$ cat config.mk
export PLATFORM = sky130hd
export DESIGN_NAME = result_collector
export DESIGN_NICKNAME = d
export VERILOG_FILES = /design/src/rtl/systolic_pkg.sv /design/src/rtl/edge_detect.sv /design/src/rtl/result_collector.sv
export SDC_FILE = /design/constraint.sdc
export NUM_CORES = 1
export LEC_CHECK = 0
export ABC_AREA = 0
export BUFFER_PORTS_ARGS = -buffer_cell sky130_fd_sc_hd__buf_2
export CAP_MARGIN = 20
export CORE_AREA = 2 2 435 437
export CTS_CLUSTER_DIAMETER = 100
export CTS_CLUSTER_SIZE = 20
export DETAILED_ROUTE_END_ITERATION = 6
export DIE_AREA = 0 0 437 439
export PLACE_DENSITY = 0.42
export SYNTH_ARGS = -nofsm -noshare
export SYNTH_HDL_FRONTEND = slang
export SYNTH_SLANG_ARGS = --single-unit
$ cat constraint.sdc
create_clock -name clk -period 18.8 [get_ports clk]
set_clock_uncertainty 0.15 [all_clocks]
set_input_delay 3.76 -clock clk [delete_from_list [all_inputs] [get_ports clk]]
set_output_delay 3.76 -clock clk [all_outputs]
set_load 0.01 [all_outputs]
$ cat src/rtl/systolic_pkg.sv
// Shared constants and types for the systolic array and its result collector.
package systolic_pkg;

  localparam int unsigned DEFAULT_DATA_WIDTH = 64;
  localparam int unsigned N                  = 4;
  localparam int unsigned NUM_RESULTS        = N * N;
  localparam int unsigned IDX_W              = 5;
  localparam int unsigned ADDR_W             = $clog2(NUM_RESULTS);

  typedef enum logic [1:0] {
    ST_IDLE    = 2'd0,
    ST_CAPTURE = 2'd1,
    ST_DRAIN   = 2'd2
  } collector_state_e;

endpackage

$ cat src/rtl/edge_detect.sv
// Registered rising-edge detector: rise_c is high while din=1 and the previous sample was 0.
module edge_detect (
  input  logic clk,
  input  logic rst,
  input  logic din,
  output logic rise_c
);

  logic prev_q;
  logic prev_d;

  always_comb begin
    prev_d = din;
    rise_c = din & ~prev_q;
  end

  always_ff @(posedge clk or posedge rst) begin
    if (rst) prev_q <= 1'b0;
    else     prev_q <= prev_d;
  end

endmodule

$ cat src/rtl/result_collector.sv
// Captures the 16 systolic-array accumulators on an array_done rising edge and streams them
// out over a valid/ready port. COLLECTOR_CHECKSUM_EN appends a modulo-2^W sum as beat 16.
module result_collector
  import systolic_pkg::*;
#(
  parameter int unsigned DATA_WIDTH = DEFAULT_DATA_WIDTH
) (
  input  logic                  clk,
  input  logic                  rst,
  input  logic                  array_done,
  input  logic [DATA_WIDTH-1:0] result0,
  input  logic [DATA_WIDTH-1:0] result1,
  input  logic [DATA_WIDTH-1:0] result2,
  input  logic [DATA_WIDTH-1:0] result3,
  input  logic [DATA_WIDTH-1:0] result4,
  input  logic [DATA_WIDTH-1:0] result5,
  input  logic [DATA_WIDTH-1:0] result6,
  input  logic [DATA_WIDTH-1:0] result7,
  input  logic [DATA_WIDTH-1:0] result8,
  input  logic [DATA_WIDTH-1:0] result9,
  input  logic [DATA_WIDTH-1:0] result10,
  input  logic [DATA_WIDTH-1:0] result11,
  input  logic [DATA_WIDTH-1:0] result12,
  input  logic [DATA_WIDTH-1:0] result13,
  input  logic [DATA_WIDTH-1:0] result14,
  input  logic [DATA_WIDTH-1:0] result15,
  output logic [DATA_WIDTH-1:0] out_data,
  output logic                  out_valid,
  input  logic                  out_ready,
  output logic [IDX_W-1:0]      out_index,
  output logic                  out_last,
  output logic                  busy,
  output logic                  frame_done,
  output logic                  missed
);

`ifdef COLLECTOR_CHECKSUM_EN
  localparam int unsigned LAST_IDX = NUM_RESULTS;
`else
  localparam int unsigned LAST_IDX = NUM_RESULTS - 1;
`endif

  collector_state_e state_q, state_d;
  logic [IDX_W-1:0]      idx_q, idx_d;
  logic [DATA_WIDTH-1:0] data_q, data_d;
  logic                  valid_q, valid_d;
  logic                  last_q, last_d;
  logic                  busy_q, busy_d;
  logic                  frame_done_q, frame_done_d;
  logic                  missed_q, missed_d;
`ifdef COLLECTOR_CHECKSUM_EN
  logic [DATA_WIDTH-1:0] sum_q, sum_d;
`endif

  logic [DATA_WIDTH-1:0] res_c [NUM_RESULTS];
  logic [DATA_WIDTH-1:0] buf_q [NUM_RESULTS];
  logic                  buf_we_c;
  logic                  rise_c;
  logic [IDX_W-1:0]      nxt_idx_c;

  edge_detect u_edge (
    .clk    (clk),
    .rst    (rst),
    .din    (array_done),
    .rise_c (rise_c)
  );

  always_comb begin
    res_c[0]  = result0;  res_c[1]  = result1;  res_c[2]  = result2;  res_c[3]  = result3;
    res_c[4]  = result4;  res_c[5]  = result5;  res_c[6]  = result6;  res_c[7]  = result7;
    res_c[8]  = result8;  res_c[9]  = result9;  res_c[10] = result10; res_c[11] = result11;
    res_c[12] = result12; res_c[13] = result13; res_c[14] = result14; res_c[15] = result15;
  end

  // Next-state and registered-output logic; out_data is preloaded with the next beat on accept.
  always_comb begin
    state_d      = state_q;
    idx_d        = idx_q;
    data_d       = data_q;
    valid_d      = valid_q;
    last_d       = last_q;
    frame_done_d = 1'b0;
    missed_d     = missed_q | (rise_c & (state_q != ST_IDLE));
    buf_we_c     = 1'b0;
    nxt_idx_c    = idx_q + IDX_W'(1);
`ifdef COLLECTOR_CHECKSUM_EN
    sum_d        = sum_q;
`endif
    unique case (state_q)
      ST_IDLE: begin
        if (rise_c) state_d = ST_CAPTURE;
      end
      ST_CAPTURE: begin
        buf_we_c = 1'b1;
        state_d  = ST_DRAIN;
        idx_d    = '0;
        data_d   = res_c[0];
        valid_d  = 1'b1;
        last_d   = 1'b0;
`ifdef COLLECTOR_CHECKSUM_EN
        sum_d    = '0;
`endif
      end
      ST_DRAIN: begin
        if (valid_q && out_ready) begin
          if (idx_q == IDX_W'(LAST_IDX)) begin
            state_d      = ST_IDLE;
            valid_d      = 1'b0;
            idx_d        = '0;
            data_d       = '0;
            last_d       = 1'b0;
            frame_done_d = 1'b1;
          end else begin
            idx_d  = nxt_idx_c;
            last_d = (nxt_idx_c == IDX_W'(LAST_IDX));
`ifdef COLLECTOR_CHECKSUM_EN
            sum_d  = sum_q + data_q;
            if (nxt_idx_c == IDX_W'(NUM_RESULTS)) data_d = sum_q + data_q;
            else                                  data_d = buf_q[nxt_idx_c[ADDR_W-1:0]];
`else
            data_d = buf_q[nxt_idx_c[ADDR_W-1:0]];
`endif
          end
        end
      end
      default: state_d = ST_IDLE;
    endcase
    busy_d = (state_d != ST_IDLE);
  end

  always_ff @(posedge clk or posedge rst) begin
    if (rst) begin
      state_q      <= ST_IDLE;
      idx_q        <= '0;
      data_q       <= '0;
      valid_q      <= 1'b0;
      last_q       <= 1'b0;
      busy_q       <= 1'b0;
      frame_done_q <= 1'b0;
      missed_q     <= 1'b0;
`ifdef COLLECTOR_CHECKSUM_EN
      sum_q        <= '0;
`endif
    end else begin
      state_q      <= state_d;
      idx_q        <= idx_d;
      data_q       <= data_d;
      valid_q      <= valid_d;
      last_q       <= last_d;
      busy_q       <= busy_d;
      frame_done_q <= frame_done_d;
      missed_q     <= missed_d;
`ifdef COLLECTOR_CHECKSUM_EN
      sum_q        <= sum_d;
`endif
    end
  end

  // Result buffer has no reset; it is only meaningful after a CAPTURE.
  always_ff @(posedge clk) begin
    if (buf_we_c) buf_q <= res_c;
  end

  assign out_data   = data_q;
  assign out_valid  = valid_q;
  assign out_index  = idx_q;
  assign out_last   = last_q;
  assign busy       = busy_q;
  assign frame_done = frame_done_q;
  assign missed     = missed_q;

endmodule

# Word level (Yosys, flattened, before mapping)
# Cells that the tools add are included.
word_totals:
  ff_bits: 1101
  latchBits: 0
  ram_bits: 0
  romBits: 0
  output_inout_bits: 74
  memories: 0
classes:
  n_addsub: 1
  n_mul: 0
  div: 0
  order_cmp: 1
  eq_ne: 6
  n_shift: 0
  mux: 23
  bitwise_logic: 5
  reduce_logical: 7
op_table:
  columns: ["op", "count"]
  rows:
  - ["$bmux 64 s4", 1]
  - ["$mux 64", 4]
  - ["$pmux 64 s2", 1]
  - ["$eq 5x4->1 const B", 2]
  - ["$mux 5", 2]
  - ["$pmux 5 s2", 1]
  - ["$mux 1", 8]
  - ["$mux 2", 3]
  - ["$pmux 2 s3", 1]
  - ["$reduce_bool 2->1", 3]
  - ["$add 5x1->5 const B", 1]
  - ["$ge 5x5->1 const B", 1]
  - ["$not 4->5", 1]
  - ["$ne 2x2->1 const B", 2]
  - ["$pmux 1 s2", 2]
  - ["$reduce_and 3->1", 1]
  - ["$and 1x1->1", 2]
  - ["$eq 2x1->1 const B", 1]
  - ["$eq 2x2->1 const B", 1]
  - ["$logic_not 2->1", 1]
  - ["$reduce_and 2->1", 1]
  - ["$logic_and 1x1->1", 1]
  - ["$not 1->1", 1]
  - ["$or 1x1->1", 1]

# Depth between registers and ports, before layout
# Gate-level depths: netlist of the first run.
logic_depth:
  ltp_word: 8
  mapped_depth: 11
  mapped_depth_nobuf: 6

# Modules after synthesis
# Synthesis of the first run repeated with hierarchy kept, for this count alone.
hier_totals:
  cells_unflattened: 1968
  hier_area_um2: 42732.2
by_module_without_submodules:
  columns: ["mod", "instances", "cells_each", "area_per_inst_um2"]
  rows:
  - ["result_collector", 1, 1965, 42689.7]
  - ["edge_detect", 1, 3, 42.5]

# Worst setup path after synthesis of the first run
# OpenSTA, ideal clock, no wires.
synth_path:
  path_type: "reg2reg"
  from: "register state_q[1]"
  to: "register data_q[58], in the netlist out_data[58]"
  arrival_time_ps: 14314
  required_time_ps: 18560
  setup_slack_ps: 4246
  path_stages_with_launch: 7
  path_buffers: 1
  cell_sequence: "dfrtp_1 > nand2b_1 > clkinv_1 > buf_2 > mux2_2 > nand2_1 > o221ai_1"
synth_between:
  elab_chain_cells: 3
  word_cells_on_any_way: 6
synth_rtl:
  columns: ["item", "line", "rtl"]
  rows:
  - ["start, declared", "result_collector.sv:43", "collector_state_e state_q, state_d;"]
  - ["start signal, assigned", "result_collector.sv:145", "state_q <= state_d;"]
  - ["$eq 2x2->1 or $eq 2x1->1 (tied branches)", "result_collector.sv:89", "unique case (state_q)"]
  - ["$ne 2x2->1 (no line) or $reduce_bool 2->1 (tied branches)", null, null]
  - ["$reduce_and 2->1 (no line)", null, null]
  - ["end signal, assigned", "result_collector.sv:147", "data_q <= data_d;"]
  - ["end, declared", "result_collector.sv:45", "logic [DATA_WIDTH-1:0] data_q, data_d;"]
# Several ways; a longest one is shown, not always the timed one.
# A chain may end at the register's enable or synchronous reset.

# Worst setup path in the final report of the first run
layout_path:
  from: "input port out_ready"
  to: "register data_q[12], in the netlist out_data[12]"
layout_between:
  elab_chain_cells: 3
layout_rtl:
  columns: ["item", "line", "rtl"]
  rows:
  - ["start, declared", "result_collector.sv:29", "input logic out_ready,"]
  - ["$logic_and 1x1->1", "result_collector.sv:105", "if (valid_q && out_ready) begin"]
  - ["$ne 2x2->1 (no line)", null, null]
  - ["$reduce_and 2->1 (no line)", null, null]
# No other way between the ends.

==> summary.txt, run 1 <==
Timing
  – # setup viols final: 0
  – Fin crit period: around 5.7 ns
  – Fin. max-slew vios: 0
  – RSZ-0062 raised after global routing: no
  – Relative slew slack: 0.325
  – Slew @ Worst Pin: ~1.0 ns
  – Post-route setup TNS: 0 ns
  – Hold Vio Cnt, Final: 0
  – Final worst-path cycle share: 0.304
  – Fmax: between 0.15 and 0.2 GHz

Worst setup path
  – CP Max Fanout: between 70 and 80
  – CP Launch Type: primary input
  – CP endpoint kind: register
  – Critical Path AT: about 6.2 ns
  – Critical Path RT: a little under 20 ns
  – Kind of critical path: in -> reg

Power
  – Pwr/cell area: approximately 140 nW/um^2
  – Worst vdd ir: 141 uV
  – Power Total: about 7.4 mW
  – Pleak: about 20 nW

Clock tree
  – Clock tree from TritonCTS: built
  – Post-CTS setup buffers: 0
  – CTS Hold Bufs: 0
  – H-tree depth: 3
  – Root buf cell: clkbuf_16
  – Worst-path clk slew: roughly 0.090 ns
  – Worst-Skew Late Latency: approximately 0.73 ns
  – Clock sinks: 1101
  – CTS Buf Count: 73
  – Max clock buf depth: 3
  – PostCTS Resize Cnt: 0

Floorplan
  – Die Wd: 437 microns
  – Die H: 439 microns
  – Io pins: ~1100
  – Rows: roughly 160
  – CORE AREA: approximately 190000 sq um
  – Initial cell density of the core: 0.228
  – Die footprint: 192000 sq um

Global routing
  – Antenna violations before repair: roughly 220
  – GRT Residual Overflow: 0
  – GRT Total Usage: 0.172
  – Vias in the first global route: ~25000
  – Largest net degree at the start of global routing: roughly 140
  – First-pass GRT wire length: 223000 microns

Synth
  – Synth cell types: 33
  – Syn Nets: roughly 3000
  – Seq/Total Area, Yosys: 0.765
  – #FFs+latches synth: 1101
  – Synth Warn #: 0
  – Post-Syn Area: roughly 43000 sq um
  – Async SR Flop Fraction: 0.0699
  – Mapped Cells: roughly 2000
  – Predominant post-synthesis flop cell: edfxtp_1
  – Syn_area_per_cell: around 22 sq um
  – Number of flops mapped to enable cells by yosys: between 1000 and 1500

Finish
  – Final nets: 4095
  – P&R area growth vs syn: 25.7%
  – Share of layout cells above drive strength 1: 0.501
  – Final Non-Filler Cells: between 5000 and 6000

Detailed routing
  – WL final: 170000 microns
  – WL/cell: roughly 30 microns
  – Vias per inst: 4.44
  – Antenna Nets Post-Route: 0
  – DRC violations left: 0
  – Number of detailed-route iterations in the first pass: 6
  – DR iter-0 viols: approximately 2400
  – Total number of vias: around 25000

Job
  – # Max-Cap Violations: 0

Place
  – Placed instance count: around 5500
  – DP HPWL: 129000 microns
  – GPL Wtd Cong: about 0.85
  – I/O Buffers: ~1100

Hold path
  – Worst hold path class: reg -> reg

Status
  – Status: completed
state kept, by name (all words and copies together), names as in the netlist:
name,cells
missed,1
out_data,64
frame_done,1
buf_q,1024
u_edge.prev_q,1
out_index,5
out_valid,1
out_last,1
busy,1
state_q,2
synth_stat cells (2+ instances only):
cell type / number / area share
edfxtp_1: 1024 / 0.72
mux4_2: 256 / 0.13
mux2i_1: 128 / 0.030
o21ai_0: 122 / 0.014
dfrtp_1: 77 / 0.045
nand2_1: 65 / 0.0057
mux2_2: 64 / 0.017
o221ai_1: 64 / 0.013
buf_2: 44 / 0.0052
clkbuf_1: 43 / 0.0038
buf_4: 14 / 0.0025
buf_1: 10 / 0.00088
o21ai_1: 9 / 0.0011
inv_1: 6 / 0.00053
nand3_1: 6 / 0.00070
ha_1: 4 / 0.0012
nor2_1: 4 / 0.00035
clkbuf_2: 3 / 0.00035
nand2b_1: 3 / 0.00044
o31ai_1: 3 / 0.00053
and3_1: 2 / 0.00029
xor2_1: 2 / 0.00041
power by group:
part,total [mW],internal [mW],switching (mW)
clock,1.72,0.799,0.922
combinational,2.44,1.05,1.39
sequential,3.20,3.04,0.167
final timing paths:
path / from / endpoint / slack (ns) / cells past startpoint
max: out_ready / out_data[12]$_DFFE_PP0P_ / 13.09 / 7
min: missed$_DFF_PP0_ / missed$_DFF_PP0_ / 0.35 / 1
max reg2reg: out_index[0]$_DFFE_PP0P_ / out_data[27]$_DFFE_PP0P_ / 13.59 / 8
min reg2reg: missed$_DFF_PP0_ / missed$_DFF_PP0_ / 0.35 / 1
max in group asynchronous: rst / out_data[12]$_DFFE_PP0P_ / 14.29 / 3
min in group asynchronous: rst / out_data[49]$_DFFE_PP0P_ / 2.99 / 2
layout make-up:
| cell class | count | area [sq um] |
|---|---|---|
| Multi-Input combinational cell | 742 | 9530 |
| Fill cell | 18800 | 133000 |
| Clock inverter | 19 | 251 |
| Antenna cell | 70 | 175 |
| Tap cell | 2495 | 3120 |
| Clock buffer | 112 | 2060 |
| Sequential cell | 1101 | 32700 |
| Inverter | 7 | 36.3 |
| Timing Repair Buffer | 1138 | 5830 |
layer usage:
layer  GRT usage  wire length (microns)  part of all wire
met4      0.0601                   5980             0.035
met3      0.0452                  11300             0.067
met2       0.289                  84900              0.50
met1       0.213                  67400              0.40
met5           0                    395            0.0023
placed cells by master (no fill, tap or decap), types with 4 or more instances in the layout:
cell type,count
clkbuf_16,77
edfxtp_1,1024
clkbuf_1,35
inv_6,4
nand2_1,64
dfrtp_1,76
o21ai_1,9
diode_2,70
mux4_2,256
buf_4,34
buf_2,1101
o221ai_1,64
mux2i_1,128
mux2_2,64
o21ai_0,122
inv_12,6
nor2_1,4
nand3_1,6
inv_1,5
cells by family (layout without fill, tap and decap cells):
family,Yosys count,after routing,synth area share
xor gates and xnor gates,2,2,0.000410
buffers and inverters,121,1276,0.0132
muxes,448,448,0.182
and+or+nand+nor,87,87,0.00899
other,0,70,0
DFF,1101,1101,0.765
AOI/OAI and AO/OA,201,201,0.0295
adders and majority gates,4,4,0.00117
through the flow:
stage,hold WS (ns),cell area (sq um),setup WS (ns),utilization
3_3_place_gp,0.314,51200,12.48,0.274
3_5_place_dp,0.323,51200,12.43,0.274
4_1_cts,0.348,53500,13.12,0.286
5_1_grt,0.371,53600,12.96,0.287
6_report,0.345,53700,13.09,0.287
2_1_floorplan,0.314,42700,4.25,-
critical path, cell delays in order:
cell      delay, ns
buf_2          0.09
nand4b_1       0.08
buf_4          0.30
nand2_4        0.52
buf_4          0.73
o21ai_0        0.16
o221ai_1       0.24
(Power assumes the default switching activity.)
==> inputs of run 2 (changes only) <==
Settings changed: PLACE_DENSITY 0.42 to 0.43.
Clock period 18.8 ns to 4.7 ns, I/O delays scaled along.
==> run 2 against run 1 <==
  * Setup slack worse by 12 ns
  * Critical path type is now reg -> out
  * Clock-buffer cell count down 5
  * Combinational power rose to 4.1 times the previous value
  * Flip-flop and latch count is the same
  * Global-route usage grew 0.54 points
  * Hold slack worse by 0.17 ns
  * Critical path depth shrank 4
  * Via count grew 1.1%
  * Highest routed layer unchanged
  * Clock power increased to 3.8 times the previous value
  * Register-to-register slack worse by 12 ns
  * Sequential share of layout area fell by 0.28 points
  * Critical endpoint is now out_index[0]
==> summary.txt, run 2 (same netlist as run 1, synthesis figures left out) <==
Status
  – Status: completed

Worst setup path
  – Critical Path AT: around 2.6 ns
  – Worst R2R Path Depth: 7
  – Slowest-stage cell, CP: dfrtp_4
  – Critical Path RT: about 3.6 ns
  – Family with the most delay on the worst path: buffers and inverters
  – CP Cell Sequence: buf_12 > buf_4 > buf_2
  – CP Launch Type: register
  – CP Depth: 3
  – Buf/Inv on CP: 3
  – Kind of critical path: reg -> out
  – CP endpoint kind: output pin
  – Delay of the slowest cell on the worst path: around 0.7 ns
  – CP Max Fanout: 44

Finish
  – Max reg flops: between 1000 and 1500
  – Share of layout cells above drive strength 1: 0.505
  – Multi-input logic area: 9530 sq um
  – Largest Register: buf_q
  – Commonest non-fill, non-tap cell in the layout: buf_2
  – Register Area: between 30000 and 40000 sq um
  – Fill cell count: 18700
  – P&R area growth vs syn: 26.2%
  – Most frequent cells in the layout: buf_2 (1101), edfxtp_1 (1024), mux4_2 (256)
  – Final nets: ~4100

Detailed routing
  – Total number of vias: ~25000
  – Antenna Nets Post-Route: 0
  – WL final: roughly 180000 microns
  – DR iter-0 viols: approximately 2700
  – Vias per inst: 4.48
  – DRC violations left: 0
  – WL/cell: about 31 microns
  – Number of detailed-route iterations in the first pass: 6

Clock tree
  – Clock tree from TritonCTS: built
  – Post-CTS setup buffers: 0
  – CTS Hold Bufs: 0
  – CTS Buf Count: between 70 and 80
  – H-tree depth: 3
  – Clock sinks: between 1000 and 1500
  – Root buf cell: clkbuf_16
  – Worst-path clk slew: around 0.090 ns
  – Max clock buf depth: 3
  – Worst-Skew Late Latency: ~0.73 ns
  – PostCTS Resize Cnt: 0

Power
  – Reg power frac: 0.437
  – Pwr/cell area: about 550 nW/um^2
  – Combinational group share of total power: 0.339
  – Sw frac: 0.337
  – Pleak: a little under 20 nW
  – Clock power frac: 0.224
  – Power Total: between 20 and 30 mW
  – P_sw: between 9 and 10 mW
  – Worst vdd ir: ~370 uV
  – Int Power: around 20 mW

Timing
  – Fin crit period: roughly 3.7 ns
  – Fmax: around 0.27 GHz
  – Fin. max-slew vios: 0
  – Final worst-path cycle share: 0.777
  – Post-route setup TNS: 0 ns
  – # setup viols final: 0
  – Relative slew slack: 0.396
  – RSZ-0062 raised after global routing: no
  – Slew @ Worst Pin: 0.905 ns
  – Hold Vio Cnt, Final: 0

Global routing
  – Vias in the first global route: ~25000
  – Largest net degree at the start of global routing: approximately 150
  – GRT Total Usage: 0.177
  – GRT Residual Overflow: 0
  – Antenna violations before repair: between 200 and 250
  – First-pass GRT wire length: around 230000 microns

Hold path
  – Worst hold path class: in -> reg
  – Min-Delay Path Depth: 1

Place
  – I/O Buffers: ~1100
  – GPL Wtd Cong: approximately 0.85
  – DP HPWL: between 100000 and 150000 microns

Floorplan
  – Io pins: roughly 1100
  – Die H: about 440 microns
  – Die Wd: between 400 and 500 microns
  – Rows: about 160
  – CORE AREA: 187000 sq um
  – Die footprint: around 190000 sq um
  – Initial cell density of the core: 0.228

Job
  – # Max-Cap Violations: 0
==> run 2: changes by cell type in the layout (fill, tap and decap cells not counted), moves of 2 or more <==
cell / change
buf_12: +20
diode_2: -20
buf_4: +5
inv_12: -5
clkbuf_16: -4
clkinv_8: +2
clkinvlp_4: +2
==> run 2: worst paths after layout <==
path                            slack (ns)                        to                     start
worst max register to register        1.31   out_data[3]$_DFFE_PP0P_  out_index[0]$_DFFE_PP0P_
worst min register to register        0.33          missed$_DFF_PP0_          missed$_DFF_PP0_
worst max-delay path                  1.05              out_index[0]  out_index[0]$_DFFE_PP0P_
max in group asynchronous             3.35  out_data[20]$_DFFE_PP0P_                       rst
worst min-delay path                  0.18   u_edge.prev_q$_DFF_PP0_                array_done
min in group asynchronous             0.22  out_data[51]$_DFFE_PP0P_                       rst
==> run 2: power by group through the flow <==
| stage | clock (mW) | sequential [mW] | combinational (mW) |
|---|---|---|---|
| after global routing | 7.16 | 13.0 | 10.7 |
| final | 6.59 | 12.9 | 9.97 |
| after floorplan | 0 | 12.9 | 6.19 |
| after CTS | 6.84 | 12.9 | 10.3 |
| after detailed placement | 0 | 13.1 | 10.2 |
| after global placement | 0 | 13.1 | 10.2 |
==> run 2: per-stage QoR <==
step / util / area [sq um] / hold WS [ns] / cells / worst slack [ns]
detailed placement: 0.276 / 51600 / 0.312 / 5508 / 1.21
finish: 0.288 / 53900 / 0.180 / 5684 / 1.05
CTS: 0.288 / 53800 / 0.102 / 5634 / 0.849
global placement: 0.276 / 51600 / 0.315 / 5508 / 1.23
global route: 0.288 / 53900 / 0.127 / 5658 / 0.797
floorplan: - / 42700 / 0.314 / 1964 / 0.280
==> run 2: metal layers <==
| layer | track usage | routed length, microns | up-vias |
|---|---|---|---|
| li1 | - | - | 10500 |
| met1 | 0.225 | 69200 | 13200 |
| met2 | 0.301 | 88400 | 1283 |
| met3 | 0.0440 | 12900 | 387 |
| met4 | 0.0463 | 4870 | 48 |
| met5 | 0 | 298 | - |
==> run 2: area by class of cell <==
cell class,instances,share of cell area
well taps,2495,0.0579
diodes,50,0.00232
clock inverters,19,0.00401
repair buffers,1163,0.116
multi-input cells,742,0.177
flip-flops and latches,1101,0.606
inverters,7,0.000673
clock buffers,107,0.0362
==> inputs of run 3 (changes only) <==
Settings changed: ABC_AREA 0 to 1, CORE_AREA 2 2 435 437 to 2 2 430 432, DIE_AREA 0 0 437 439 to 0 0 432 434, PLACE_DENSITY 0.43 to 0.47.
Clock period 4.7 ns to 3.25 ns, I/O delays scaled along.
==> run 3 against run 2 <==
  * Clock-buffer cell count unchanged
  * Critical endpoint unchanged
  * Register-to-register slack worse by 1.0 ns
  * Die area down 2.3%
  * Final cell count up 60%
  * Via count up 58%
  * Routed wire length up 22%
  * Largest cell class unchanged
  * Design area up 27%
==> summary.txt, run 3 <==
Clock tree
  – Clock sinks: between 1000 and 1500
  – Worst-Skew Late Latency: 0.74 ns
  – Post-CTS setup buffers: 0
  – H-tree depth: 3
  – Root buf cell: clkbuf_16
  – Max clock buf depth: 3
  – Clock tree from TritonCTS: built
  – CTS Buf Count: 73
  – Worst-path clk slew: 0.10 ns

Floorplan
  – Die footprint: 187000 sq um
  – Die H: around 430 microns
  – Rows: around 160
  – Die Wd: 432 microns
  – Io pins: about 1100
  – CORE AREA: 182000 sq um
  – Initial cell density of the core: 0.257

Global routing
  – GRT Residual Overflow: 0
  – Antenna violations before repair: between 50 and 60
  – Vias in the first global route: between 40000 and 50000
  – GRT Total Usage: 0.222
  – First-pass GRT wire length: 296000 microns
  – Largest net degree at the start of global routing: about 170

Worst setup path
  – Buf/Inv on CP: 2
  – Slowest-stage cell, CP: dfrtp_4
  – Worst r2r src: out_index[0]$_DFFE_PP0P_
  – Kind of critical path: reg -> out
  – Delay of the slowest cell on the worst path: between 0.5 and 0.6 ns
  – CP endpoint kind: output pin
  – Family with the most delay on the worst path: buffers and inverters
  – CP Launch Type: register
  – Critical Path RT: around 2.5 ns
  – CP Cell Sequence: buf_12 > buf_2
  – Worst R2R Path Depth: 10
  – R2R Path End: out_data[62]$_DFFE_PP0P_
  – Worst setup path end: out_index[0]
  – R2R Setup Slk: 0.28 ns
  – Critical path origin: out_index[0]$_DFFE_PP0P_
  – Critical Path AT: roughly 2.2 ns
  – CP Max Fanout: ~170
  – CP Depth: 2

Finish
  – Commonest non-fill, non-tap cell in the layout: nand2_1
  – Final nets: roughly 7600
  – Final Util: 0.374
  – Most frequent cells in the layout: nand2_1 (1419), buf_2 (1101), dlygate4sd3_1 (1025)
  – Share of layout cells above drive strength 1: 0.197
  – Largest Register: buf_q
  – P&R area growth vs syn: 45.4%
  – Max reg flops: 1024

Detailed routing
  – DRC violations left: 0
  – Number of detailed-route iterations in the first pass: 5
  – WL/cell: approximately 24 microns
  – WL final: approximately 220000 microns
  – DR iter-0 viols: 3139
  – Total number of vias: between 40000 and 50000
  – Vias per inst: ~4.5
  – Antenna Nets Post-Route: 0

Synth
  – Synth cell types: 21
  – Cell taking the most area after synthesis: edfxtp_1
  – #FFs+latches synth: between 1000 and 1500
  – Post-synth top cells: nand2_1 (1419), edfxtp_1 (1024), inv_1 (781)
  – Largest cells by area after synthesis: edfxtp_1 (66%), nand2_1 (11%), nand3_1 (8.2%), inv_1 (6.2%), dfrtp_1 (4.1%)
  – Top-count cell post-synth: nand2_1
  – Syn Nets: between 5000 and 6000
  – Async SR Flop Fraction: 0.0699
  – Syn_area_per_cell: around 10 sq um
  – Number of flops mapped to enable cells by yosys: around 1000
  – Seq/Total Area, Yosys: 0.696
  – Predominant post-synthesis flop cell: edfxtp_1
  – Post-Syn Area: 46900 sq um
  – Synth Warn #: 0
  – Synth top area share: 0.655
  – Mapped Cells: 4532

Timing
  – Final worst-path cycle share: 0.927
  – Fmax: 0.332 GHz
  – Fin crit period: around 3.0 ns
  – Hold WS: approximately 0.086 ns
  – Post-route setup TNS: 0 ns
  – Slack of the critical path: between 0.2 and 0.25 ns
  – Relative slew slack: 0.270
  – RSZ-0062 raised after global routing: no
  – Hold Vio Cnt, Final: 0
  – # setup viols final: 0
  – Slew @ Worst Pin: approximately 1.1 ns
  – Fin. max-slew vios: 0

Power
  – Pwr/cell area: ~770 nW/um^2
  – Pleak: 30.0 nW
  – Worst vdd ir: ~1000 uV
  – Power Total: 52.7 mW

Place
  – Worst slack at placement: roughly 0.22 ns
  – GPL Wtd Cong: slightly below 0.9
  – DP HPWL: 153000 microns
  – I/O Buffers: 1101

Hold path
  – Worst hold path class: in -> reg

Status
  – Status: completed

Job
  – # Max-Cap Violations: 0
## run 3: cell count changes after synthesis, sizes merged, moves of 3 or more
cell / previous run / this run
nand2: 65 / 1419
inv: 6 / 784
nand3: 6 / 771
mux4: 256 / 0
mux2i: 128 / 0
buf: 68 / 158
nor2: 4 / 73
a21oi: 0 / 64
mux2: 64 / 0
o221ai: 64 / 0
o21ai: 131 / 69
clkbuf: 46 / 81
nand2b: 3 / 0
o31ai: 3 / 0
## run 3: what timing repair did
item	4_1_cts	5_1_grt
resized for setup	0	0
hold endpoints to repair	1055	1
hold buffers	1024	1
## run 3: area by class of cell
type	count	area (sq um)
multi-input cells	2408	10300
flip-flops and latches	1101	32700
repair buffers	2220	16900
fillers	18200	114000
well taps	2385	2980
clock buffers	107	2060
inverters	784	2970
clock inverters	17	240
diodes	50	125
## run 3: where the power goes
part / internal (mW) / switching [mW] / total, mW
registers: 17.5 / 0.794 / 18.3
clock network: 4.57 / 5.45 / 10.0
logic: 7.45 / 16.9 / 24.3
## run 3: cell families (layout without fill, tap and decap cells)
group / after synthesis / count (layout) / synth area share
other cells: 0 / 50 / 0
simple gates: 2265 / 2265 / 0.202
flops: 1101 / 1101 / 0.696
compound gates: 135 / 135 / 0.0145
fa+ha+maj: 4 / 4 / 0.00107
buf+inv: 1023 / 3128 / 0.0859
xor+xnor: 4 / 4 / 0.000746
## run 3: metrics by stage
step / cell area (sq um) / cells
after detailed placement: 55600 / 7873
after global routing: 68200 / 9057
after CTS: 68100 / 9021
final: 68300 / 9072
after global placement: 55600 / 7873
after floorplan: 47000 / 4532
## run 3: worst min-delay path by stage
stage,start,to,cells after the start
after floorplan,state_q[0]$_DFF_PP0_,state_q[0]$_DFF_PP0_,1
after global placement,state_q[0]$_DFF_PP0_,state_q[0]$_DFF_PP0_,1
after detailed placement,missed$_DFF_PP0_,missed$_DFF_PP0_,1
after CTS,result0[60],buf_q[1020]$_DFFE_PP_,1
after global routing,result4[48],buf_q[752]$_DFFE_PP_,1
final,result4[48],buf_q[752]$_DFFE_PP_,1
## run 3: worst reg2reg max path, delay by kind of cell (launching register included)
kind	cells	cell delay (ns)
AOI/OAI and AO/OA	1	0.14
buffers and inverters	3	0.89
and+or+nand+nor	5	0.82
DFF	1	0.52
adders and majority gates	1	0.38
## run 3: layer usage
layer  part of all wire  wire (microns)  vias to the layer above  global-route usage
met1               0.36           78100                    19600               0.243
met3              0.048           10400                      435              0.0325
met4              0.055           11800                       14               0.110
met5            0.00041              88                        -                   0
met2               0.53          115000                     1524               0.414
li1                   -               -                    18800                   -
